### src/rtl/rv32i_instr_encoder.sv
// rtl/rv32i_instr_encoder.sv - RV32I field-descriptor to instruction-word encoder with 2-entry output FIFO
module rv32i_instr_encoder #(
    parameter int          ADDR_W    = 12,
    parameter int unsigned BASE_ADDR = 0
) (
    input  logic              clk,
    input  logic              rst,
    input  logic              in_valid,
    output logic              in_ready,
    input  logic [2:0]        in_fmt,
    input  logic [6:0]        in_opcode,
    input  logic [4:0]        in_rd,
    input  logic [4:0]        in_rs1,
    input  logic [4:0]        in_rs2,
    input  logic [2:0]        in_funct3,
    input  logic [6:0]        in_funct7,
    input  logic [31:0]       in_imm,
    output logic              out_valid,
    input  logic              out_ready,
    output logic [31:0]       out_instr,
    output logic [ADDR_W-1:0] out_addr,
    output logic              err,
    output logic [7:0]        err_cnt
);

    localparam logic [ADDR_W-1:0] BASE = ADDR_W'(BASE_ADDR);
    localparam logic [ADDR_W-1:0] STEP = ADDR_W'(4);

    logic [31:0]       instr_q [2];
    logic [ADDR_W-1:0] addr_q  [2];
    logic              wr_ptr_q, rd_ptr_q;
    logic [1:0]        count_q, count_d;
    logic [ADDR_W-1:0] next_addr_q, next_addr_d;
    logic              err_q;
    logic [7:0]        err_cnt_q, err_cnt_d;

    logic [31:0] word;
    logic        legal;
    logic        is_shift;
    logic        fits12, fits13, fits21;
    logic        accept, push, pop;

    // Sign-extension checks: an immediate fits in N signed bits when all bits above N-1 match.
    assign fits12   = (&in_imm[31:11]) | ~(|in_imm[31:11]);
    assign fits13   = (&in_imm[31:12]) | ~(|in_imm[31:12]);
    assign fits21   = (&in_imm[31:20]) | ~(|in_imm[31:20]);
    assign is_shift = (in_opcode == 7'b0010011) &&
                      ((in_funct3 == 3'b001) || (in_funct3 == 3'b101));

    always_comb begin
        word  = 32'd0;
        legal = 1'b0;
        case (in_fmt)
            3'd0: begin
                word  = {in_funct7, in_rs2, in_rs1, in_funct3, in_rd, in_opcode};
                legal = 1'b1;
            end
            3'd1: begin
                if (is_shift) begin
                    word  = {in_funct7, in_imm[4:0], in_rs1, in_funct3, in_rd, in_opcode};
                    legal = ~(|in_imm[31:5]);
                end else begin
                    word  = {in_imm[11:0], in_rs1, in_funct3, in_rd, in_opcode};
                    legal = fits12;
                end
            end
            3'd2: begin
                word  = {in_imm[11:5], in_rs2, in_rs1, in_funct3, in_imm[4:0], in_opcode};
                legal = fits12;
            end
            3'd3: begin
                word  = {in_imm[12], in_imm[10:5], in_rs2, in_rs1, in_funct3,
                         in_imm[4:1], in_imm[11], in_opcode};
                legal = fits13 && !in_imm[0];
            end
            3'd4: begin
                word  = {in_imm[31:12], in_rd, in_opcode};
                legal = ~(|in_imm[11:0]);
            end
            3'd5: begin
                word  = {in_imm[20], in_imm[10:1], in_imm[11], in_imm[19:12], in_rd, in_opcode};
                legal = fits21 && !in_imm[0];
            end
            default: begin
                word  = 32'd0;
                legal = 1'b0;
            end
        endcase
    end

    // in_ready looks only at registered occupancy so it never combinationally follows out_ready.
    assign in_ready  = !rst && (count_q != 2'd2);
    assign out_valid = (count_q != 2'd0);
    assign out_instr = instr_q[rd_ptr_q];
    assign out_addr  = addr_q[rd_ptr_q];
    assign err       = err_q;
    assign err_cnt   = err_cnt_q;

    assign accept = in_valid && in_ready;
    assign push   = accept && legal;
    assign pop    = out_valid && out_ready;

    always_comb begin
        count_d     = count_q;
        next_addr_d = next_addr_q;
        err_cnt_d   = err_cnt_q;
        if (push && !pop) begin
            count_d = count_q + 2'd1;
        end else if (pop && !push) begin
            count_d = count_q - 2'd1;
        end
        if (push) begin
            next_addr_d = next_addr_q + STEP;
        end
        if (accept && !legal && (err_cnt_q != 8'hFF)) begin
            err_cnt_d = err_cnt_q + 8'd1;
        end
    end

    always_ff @(posedge clk or posedge rst) begin
        if (rst) begin
            instr_q[0]  <= 32'd0;
            instr_q[1]  <= 32'd0;
            addr_q[0]   <= BASE;
            addr_q[1]   <= BASE;
            wr_ptr_q    <= 1'b0;
            rd_ptr_q    <= 1'b0;
            count_q     <= 2'd0;
            next_addr_q <= BASE;
            err_q       <= 1'b0;
            err_cnt_q   <= 8'd0;
        end else begin
            if (push) begin
                instr_q[wr_ptr_q] <= word;
                addr_q[wr_ptr_q]  <= next_addr_q;
                wr_ptr_q          <= ~wr_ptr_q;
            end
            if (pop) begin
                rd_ptr_q <= ~rd_ptr_q;
            end
            if (accept && !legal) begin
                err_q <= 1'b1;
            end
            count_q     <= count_d;
            next_addr_q <= next_addr_d;
            err_cnt_q   <= err_cnt_d;
        end
    end

endmodule

### config.mk
export PLATFORM = sky130hd
export DESIGN_NAME = rv32i_instr_encoder
export DESIGN_NICKNAME = d
export VERILOG_FILES = /design/src/rtl/rv32i_instr_encoder.sv
export SDC_FILE = /design/constraint.sdc
export NUM_CORES = 1
export LEC_CHECK = 0
export ABC_AREA = 1
export BUFFER_PORTS_ARGS = -buffer_cell sky130_fd_sc_hd__buf_4
export CAP_MARGIN = 0
export CORE_UTILIZATION = 45
export DETAILED_ROUTE_END_ITERATION = 8
export GPL_TIMING_DRIVEN = 0
export PLACE_DENSITY = 0.73
export SYNTH_ARGS = -nofsm -noshare
export SYNTH_HDL_FRONTEND = slang
export SYNTH_SLANG_ARGS = --single-unit
export TNS_END_PERCENT = 20
### constraint.sdc
create_clock -name clk -period 3.7 [get_ports clk]
set_input_delay 0.185 -clock clk [delete_from_list [all_inputs] [get_ports clk]]
set_output_delay 0.185 -clock clk [all_outputs]
set_load 0.02 [all_outputs]
* Word level (Yosys, flattened, before mapping)
Index checks and enable logic that the tools add are counted.
** Operators by class
- Add/sub/neg operators :: 4
- Magnitude comparators :: 3
- Eq/ne operators :: 10
- Mux-type cells :: 18
- Bitwise logic cells :: 12
- Reduce and logical (&&, ||, !) cells :: 29
** Operators with widths (number)
- 32-bit one-hot mux with 6 select lines :: 1
- 32-bit two-way mux :: 5
- 64-bit bitwise mux :: 1
- 12-bit two-way mux :: 4
- 32-bit demux with 1-bit select :: 1
- 27-bit OR reduction :: 1
- 24-bit bitwise mux :: 1
- 12-bit OR reduction :: 2
- 21-bit AND reduction :: 1
- 21-bit OR reduction :: 1
- 20-bit AND reduction :: 1
- 20-bit OR reduction :: 1
- 12-bit by 3-bit adder with 12-bit output (second input constant) :: 1
- 12-bit demux with 1-bit select :: 1
- 1-bit logical AND :: 12
- 12-bit AND reduction :: 1
- 3-bit equality test (second input constant) :: 3
- 8-bit by 1-bit adder with 8-bit output (second input constant) :: 1
- 8-bit != test (second input constant) :: 1
- 7-bit by 5-bit equality test with 1-bit output (second input constant) :: 1
- 1-bit inverter :: 7
- 3-bit by 1-bit equality test with 1-bit output (second input constant) :: 2
- 3-bit by 2-bit equality test with 1-bit output (second input constant) :: 2
- 1-bit one-hot mux with 6 select lines :: 1
- other kinds (13) :: 23
** Storage, ports and cells
- Register bits :: 113
- Input bits :: 71
- Output and inout bits :: 55
- Word-level logic and storage cells :: 86

* Logic depth before layout (Yosys ltp)
Gate-level depths: netlist (run 1).
- Word-level depth :: 10
- Gate-level depth with buffers :: 16
- Depth with buffers taken out :: 16

* Worst setup path after synthesis (run 1)
OpenSTA, ideal clock, no wires.
- Path kind :: reg-to-reg
- Start point :: register count_q[0]
- End point :: register count_q[1]
- Library setup time :: 0.131 ns
- Data arrival time :: 1.971 ns
- Required time :: 3.569 ns
- Path slack :: 1.598 ns
- Cell stages (with the launch flop) :: 11
- Buffers on the path :: 0
- Clock period less this slack :: 2.102 ns
- Path through :: dfrtp_1 inv_1 a21oi_1 nand2_1 inv_2 nand2_2 inv_2 ha_1 a21oi_1 o21ai_0 xor2_1
** On the way
- Word-level cells in the longest chain between the ends :: 7
- Elaborated cells on any way between the ends :: 15
- Classes of those cells :: 2 x add/sub; 1 x eq/ne; 2 x mux; 10 x reduce/logical
** Ends and longest elaborated chain
- from (decl) :: line 32 : logic [1:0] count_q, count_d;
- from (signal assigned) :: line 144 : count_q <= count_d;
- 2-bit != test (*) :: line 92 : assign in_ready = !rst && (count_q != 2'd2);
- 1-bit logical AND (*) :: line 92
- via in_ready :: line 9 : output logic in_ready,
- 1-bit logical AND (*) :: line 99 : assign accept = in_valid && in_ready;
- 1-bit logical AND (*) :: line 100 : assign push = accept && legal;
- via push :: line 41 : logic accept, push, pop;
- 1-bit zero test :: line 109 : end else if (pop && !push) begin
- 1-bit logical AND :: line 109
- 2-bit nonzero test (no line)
The timed path passes the listed nets; every way through them passes the cells marked *. The select of a mux whose other input is x is not followed.
A chain may end at the register's enable or synchronous reset.

* Final worst setup path (run 1)
- Start point :: register rd_ptr_q
- End point :: output port out_instr[0]
** On the way
- Word-level cells in the longest chain between the ends :: 4
** Ends and longest elaborated chain
- from (decl) :: line 31 : logic wr_ptr_q, rd_ptr_q;
- from (signal assigned) :: line 139 : rd_ptr_q <= ~rd_ptr_q;
- 1-bit inverter with 2-bit output (not written as such) :: line 94 : assign out_instr = instr_q[rd_ptr_q];
- 32-bit two-way mux (not written as such) (3 in a row) :: line 94
- to (decl) :: line 20 : output logic [31:0] out_instr,
Every way passes these cells. The select of a mux whose other input is x is not followed.

==> out/qor.yml, run 1 <==
floorplan:
  start_util_pct: 46.55
  rows: 42
  coreArea_sq_um: 13350
  dieWidth_um: 119.5
  die-height_um: 119.5
  io_pins: 126
  die_area_sq_um: 14280
synthesis:
  synth_fa_ha_area_share_pct: 0.6041
  yosys.area_share.simple_pct: 44.62
  synth_compound_area_share_pct: 2.275
  yosysWarnings: 0
  synth.area.mux_share_pct: 0
  yosysSeqAreaShare_pct: 43.09
  ys_types: 31
  synth_area_per_cell_sq_um: 6.958
  synth_xor_area_share_pct: 2.255
  synthCells: 893
  synth_top_family_by_area: "simple AND/OR/NAND/NOR gates"
  ys_ff_latch: 107
  synth_area_sq_um: 6213
pwr:
  combPwrFrac_pct: 39.1
  p_seq_share_pct: 36.3
  p_int_mw: 2.742
  p_sw_share_pct: 39.34
  power.density_nw_per_um2: 583.7
  report.power.total_mw: 4.521
  p_switching_mw: 1.779
  power.share.clock_pct: 24.5
  p_leak_nw: 4.242
  peakVddDrop_uv: 268.5
setup_path:
  crit_family: "buffers and inverters"
  critPathSlowestCell: "dfrtp_1"
  critPathMaxStageDelay_ns: 0.33
  arrival_ns: 1.96
  path_cells: "clkbuf_1 > clkinv_1 > clkbuf_1 > nand2_1 > nand2_1 > buf_4"
  path_buf_inv: 4
  end_kind: "primary output"
  startpoint_type: "flop"
  reg2reg_depth: 10
  r2r-start: "count_q[0]$_DFFE_PP0P_"
  crit_type: "reg -> out"
  cp_max_fo: 10
  r2r_slack_ns: 1.62
  path_depth: 6
  critical_path_required_ns: 3.51
  r2r-end: "count_q[1]$_DFFE_PP0P_"
placement:
  place_area_sq_um: 7391
  place_ws_ns: 1.233
  io_buffers: 123
  dp_hpwl_um: 13170
  gp_congestion: 0.9320
  dpl.cell_count: 1194
global_routing:
  grt_pass1_vias: 5942
  grt_pass1_wl_um: 28970
  grt_max_degree: 70
  grt_overflow_total: 0
  grt_antenna_before_repair: 0
  grt_use_total_pct: 25.62
hold_path:
  min_to: "rd_ptr_q$_DFFE_PP0P_"
  min_path_cells: 3
  hp-start: "out_ready"
  hold_path.class: "in -> reg"
clock_tree:
  cts.clk_slew.worst_paths_ns: 0.07
  clock_path_buffers: 2
  clock_latency_ns: 0.35
  ctsRootBufferMaster: "clkbuf_16"
  cts_buffers: 9
  cts_tree: "built"
  h-tree-depth: 3
  cts.sinks: 107
  postCtsResizedCells: 0
  post_cts_buffers: 0
  cts_hold_buffers: 1
timing:
  finalCriticalPeriod_ns: 2.145
  finalCritPeriodShare_pct: 57.98
  fmax_mhz: 466.1
  slew_viol_final: 0
  hold_viol: 0
  setup_slack_ns: 1.555
  max_slew.worst_pin.slew_ns: 0.6213
  hold_ws_ns: 0.1589
  finalSetupTns_ns: 0
  skew_ns: 0.007524
  maxSlewHeadroom_pct: 58.58
  rsz0062_at_grt: "no"
  setup_viol: 0
layout:
  ff_latch_area_sq_um: 2678
  design_area_sq_um: 7745
  finalNetCount: 1104
  post-route-util_pct: 58.02
  multi_input_area_sq_um: 3099
  fin_cells: 1211
  drive_gt1_share_pct: 18.07
  areaGrowthSynthToFinish_pct: 24.65
  fill_cells: 1275
  antennaDiodeCount: 0
flow_run:
  maxCapViolCount: 0
detailed_routing:
  drtIter0Drc: 488
  vias_per_cell: 5.248
  vias: 6355
  dr.pass1.iters: 5
  drc: 0
  wl_per_cell_um: 14.60
  ant_nets: 0
  drt_wl_total_um: 17680
run_status:
  outcome: "complete, no violations"
final cells by class:
class | count | area share (%)
buffer | 50 | 3.651
clock buffer | 12 | 3.183
tap | 176 | 2.843
timing repair buffer | 125 | 12.41
clock inverter | 4 | 1.260
multi-input combinational | 695 | 40.02
sequential | 107 | 34.57
inverter | 42 | 2.068
cell usage after synthesis:
cell type | instances | area [sq um]
o211ai_1 | 5 | 37.54
clkinv_1 | 3 | 11.26
nand3_4 | 1 | 17.52
buf_12 | 1 | 20.02
buf_6 | 6 | 67.56
nand4_1 | 90 | 563.0
nor2_1 | 64 | 240.2
nor2_4 | 2 | 22.52
buf_2 | 18 | 90.09
o21ai_1 | 3 | 15.01
nand3_2 | 1 | 10.01
nand2_2 | 2 | 12.51
o21ai_0 | 7 | 35.03
a21oi_1 | 7 | 35.03
conb_1 | 1 | 3.750
ha_1 | 3 | 37.54
xnor2_1 | 9 | 78.83
nor3_1 | 2 | 10.01
nand2_1 | 449 | 1685
inv_1 | 31 | 116.4
dfrtp_1 | 107 | 2678
clkbuf_1 | 21 | 78.83
inv_2 | 8 | 30.03
or2_2 | 1 | 6.260
xor2_1 | 7 | 61.31
nand3_1 | 32 | 160.2
buf_4 | 3 | 22.52
buf_1 | 1 | 3.750
nand2_8 | 1 | 20.02
o22ai_1 | 3 | 18.77
nor2_2 | 4 | 25.02
power groups by stage:
stage,Combinational [mW],Clock (mW),Sequential (mW)
2_1_floorplan,1.07,0,1.65
3_3_place_gp,1.75,0,1.65
6_report,1.77,1.11,1.64
3_5_place_dp,1.77,0,1.66
4_1_cts,1.78,1.12,1.64
5_1_grt,1.94,1.17,1.68
cell families (layout without fill, tap and decap cells):
family,after synthesis,after routing
AND/OR/NAND/NOR,649,649
flip-flops,107,107
buffers and inverters,92,233
AO/OA/AOI/OAI,25,25
XOR/XNOR,16,16
adder cells (fa/ha/maj),3,3
other,1,2
worst register-to-register path, stage by stage (launching register included):
cell	delay, ns
dfrtp_1	0.36
inv_1	0.08
a21oi_1	0.17
nand2_1	0.19
inv_2	0.20
nand2_2	0.13
inv_2	0.17
ha_1	0.28
a21oi_1	0.12
o21ai_0	0.11
xor2_1	0.15
worst max-delay path by stage:
stage | slack, ns | from | to
after floorplan | 0.70 | rst | addr_q[10]$_DFFE_PP0P_
after global placement | -0.59 | rst | err_cnt[6]$_DFFE_PP0P_
after detailed placement | 1.23 | in_funct3[1] | count_q[1]$_DFFE_PP0P_
after CTS | 1.55 | rd_ptr_q$_DFFE_PP0P_ | out_instr[21]
after global routing | 1.39 | rd_ptr_q$_DFFE_PP0P_ | out_instr[21]
final | 1.55 | rd_ptr_q$_DFFE_PP0P_ | out_instr[0]
flip-flops by register name, summed over array words and instances, names as in the netlist:
| signal | count |
|---|---|
| rd_ptr_q | 1 |
| addr_q | 20 |
| next_addr_q | 10 |
| err | 1 |
| err_cnt | 8 |
| wr_ptr_q | 1 |
| count_q | 2 |
| instr_q | 64 |
cells in the final DEF (no fill, tap or decap), drive strengths merged:
cell type and count:
clkinvlp 1, xnor2 9, o21ai 10, buf 153, o211ai 5, conb 2
nor3 2, clkinv 3, o22ai 3, clkbuf 33, or2 1, nand2 452
ha 3, dlygate4sd3 1, nand3 34, a21oi 7, nor2 70, nand4 90
dfrtp 107, inv 39, bufinv 3, xor2 7
layer usage:
layer | GRT usage, % | wire, um | part of all wire [%] | up-vias
met5 | 0 | 0 | 0 | -
met4 | 8.672 | 291 | 1.6 | 0
met3 | 3.470 | 1186 | 6.7 | 22
met2 | 40.35 | 8066 | 46 | 273
met1 | 36.31 | 8135 | 46 | 2919
li1 | - | - | - | 3141
Power figures use the tool's default switching activity.
==> run 2: changes to the inputs <==
Clock period 3.7 ns to 2.2 ns, I/O delays scaled along.
==> out/qor.yml, run 2 (synthesis gave the netlist of run 1 again) <==
detailed_routing:
  drt_wl_total_um: 18080  # +2.3%
  dr.pass1.iters: 5  # unchanged
  vias_per_cell: 5.219  # -0.54%
  vias: 6326  # -0.46%
  ant_nets: 0  # unchanged
  wl_per_cell_um: 14.92  # +2.2%
  drc: 0  # unchanged
  drtIter0Drc: 587  # +20%
setup_path:
  end_kind: "primary output"
  reg2reg_depth: 10  # unchanged
  startpoint_type: "flop"
  r2r-start: "count_q[0]$_DFFE_PP0P_"
  crit_type: "reg -> out"
  cp_max_fo: 10  # unchanged
  r2r_slack_ns: 0.21  # -1.41 ns
  r2r-end: "count_q[1]$_DFFE_PP0P_"
  critical_path_required_ns: 2.09  # -1.42 ns
  arrival_ns: 1.93  # -0.03 ns
hold_path:
  min_path_cells: 3  # unchanged
  hp-start: "out_ready"
  min_to: "rd_ptr_q$_DFFE_PP0P_"
  hold_path.class: "in -> reg"
global_routing:
  grt_antenna_before_repair: 0  # unchanged
  grt_max_degree: 42  # -40%
  grt_overflow_total: 0  # unchanged
  grt_pass1_wl_um: 29700  # +2.5%
  grt_pass1_vias: 5944  # +0.034%
  grt_use_total_pct: 26.27  # +0.66 points
layout:
  final_cell_mix: "nand2_1, buf_4, dfrtp_1"
  finalNetCount: 1106  # +0.18%
  reg_top3: "instr_q x64, addr_q x20, next_addr_q x10"
  final_common_cell: "nand2_1"
  fill_cells: 1299  # +1.9%
  ff_latch_area_sq_um: 2678  # unchanged
  top_register: "instr_q"
  antennaDiodeCount: 0  # unchanged
  design_area_sq_um: 7780  # +0.45%
  post-route-util_pct: 58.29  # +0.26 points
  largest_register_ffs: 64  # unchanged
  fin_cells: 1212  # +0.083%
  multi_input_area_sq_um: 3110  # +0.36%
  areaGrowthSynthToFinish_pct: 25.21
  drive_gt1_share_pct: 18.63  # +0.56 points
placement:
  place_area_sq_um: 7425  # +0.46%
  dp_hpwl_um: 13490  # +2.4%
  place_ws_ns: -0.1901  # -1.423 ns
  io_buffers: 123  # unchanged
  dpl.cell_count: 1196  # +0.17%
  gp_congestion: 0.8963  # -3.8%
timing:
  maxSlewHeadroom_pct: 57.74  # -0.84 points
  finalCriticalPeriod_ns: 2.045
  max_slew.worst_pin.slew_ns: 0.6339  # +0.01264 ns
  setup_viol: 0  # unchanged
  hold_ws_ns: 0.07095  # -0.08790 ns
  fmax_mhz: 489.1
  hold_viol: 0  # unchanged
  slew_viol_final: 0  # unchanged
  finalSetupTns_ns: 0  # unchanged
  rsz0062_at_grt: "no"
  finalCritPeriodShare_pct: 92.94
  skew_ns: 0.006383  # -0.001142 ns
  setup_slack_ns: 0.1553  # -1.399 ns
floorplan:
  dieWidth_um: 119.5  # unchanged
  die_area_sq_um: 14280  # unchanged
  start_util_pct: 46.55  # unchanged
  io_pins: 126  # unchanged
  coreArea_sq_um: 13350  # unchanged
  die-height_um: 119.5  # unchanged
  rows: 42  # unchanged
flow_run:
  maxCapViolCount: 0  # unchanged
pwr:
  peakVddDrop_uv: 433.7  # +62%
  power.density_nw_per_um2: 979.2  # +68%
  report.power.total_mw: 7.619  # +69%
  p_leak_nw: 4.252  # +0.23%
clock_tree:
  cts_tree: "built"
  ctsRootBufferMaster: "clkbuf_16"
  cts.clk_slew.worst_paths_ns: 0.07  # about the same
  post_cts_buffers: 0  # unchanged
  cts.sinks: 107  # unchanged
  clock_latency_ns: 0.35  # about the same
  h-tree-depth: 3  # unchanged
  clock_path_buffers: 2  # unchanged
  cts_buffers: 9  # unchanged
run_status:
  outcome: "complete, no violations"
run 2: timing repair:
item                       4_1_cts  5_1_grt
resized for setup                0        5
setup endpoints to repair        0       17
hold endpoints to repair         9        0
hold buffers                     1        0
run 2: worst max-delay path, stage by stage (launching register included):
cell and delay (ns):
dfrtp_1 0.37, clkbuf_1 0.20, inv_2 0.19, clkbuf_1 0.43, nand2_1 0.10, nand2_1 0.14
buf_4 0.16
run 2: worst max path at each step:
stage,to,cells after the start,startpoint,slack (ns)
floorplan,count_q[1]$_DFFE_PP0P_,10,count_q[0]$_DFFE_PP0P_,0.1
global placement,count_q[1]$_DFFE_PP0P_,15,in_funct3[1],-0.17
detailed placement,count_q[1]$_DFFE_PP0P_,15,in_opcode[5],-0.19
CTS,count_q[1]$_DFFE_PP0P_,10,count_q[0]$_DFFE_PP0P_,0.03
global route,count_q[1]$_DFFE_PP0P_,15,in_opcode[5],0.02
finish,out_instr[22],6,rd_ptr_q$_DFFE_PP0P_,0.16
run 2: area by class of cell:
class	instances	area share, %
multi-input combinational	695	39.98
sequential	107	34.42
timing repair buffer	127	12.77
buffer	50	3.635
clock buffer	10	2.943
tap	176	2.830
inverter	42	2.107
clock inverter	5	1.319
run 2: power breakdown:
part / internal [mW] / switching [mW]
logic: 1.02 / 2.00
registers: 2.46 / 0.308
clock network: 1.11 / 0.731
run 2: metal layers:
metal / vias to the layer above / wire [um] / GRT usage, %
met4: 0 / 330 / 8.750
met3: 21 / 1048 / 4.278
met5: - / 0 / 0
li1: 3148 / - / -
met2: 206 / 8313 / 41.55
met1: 2951 / 8387 / 36.62
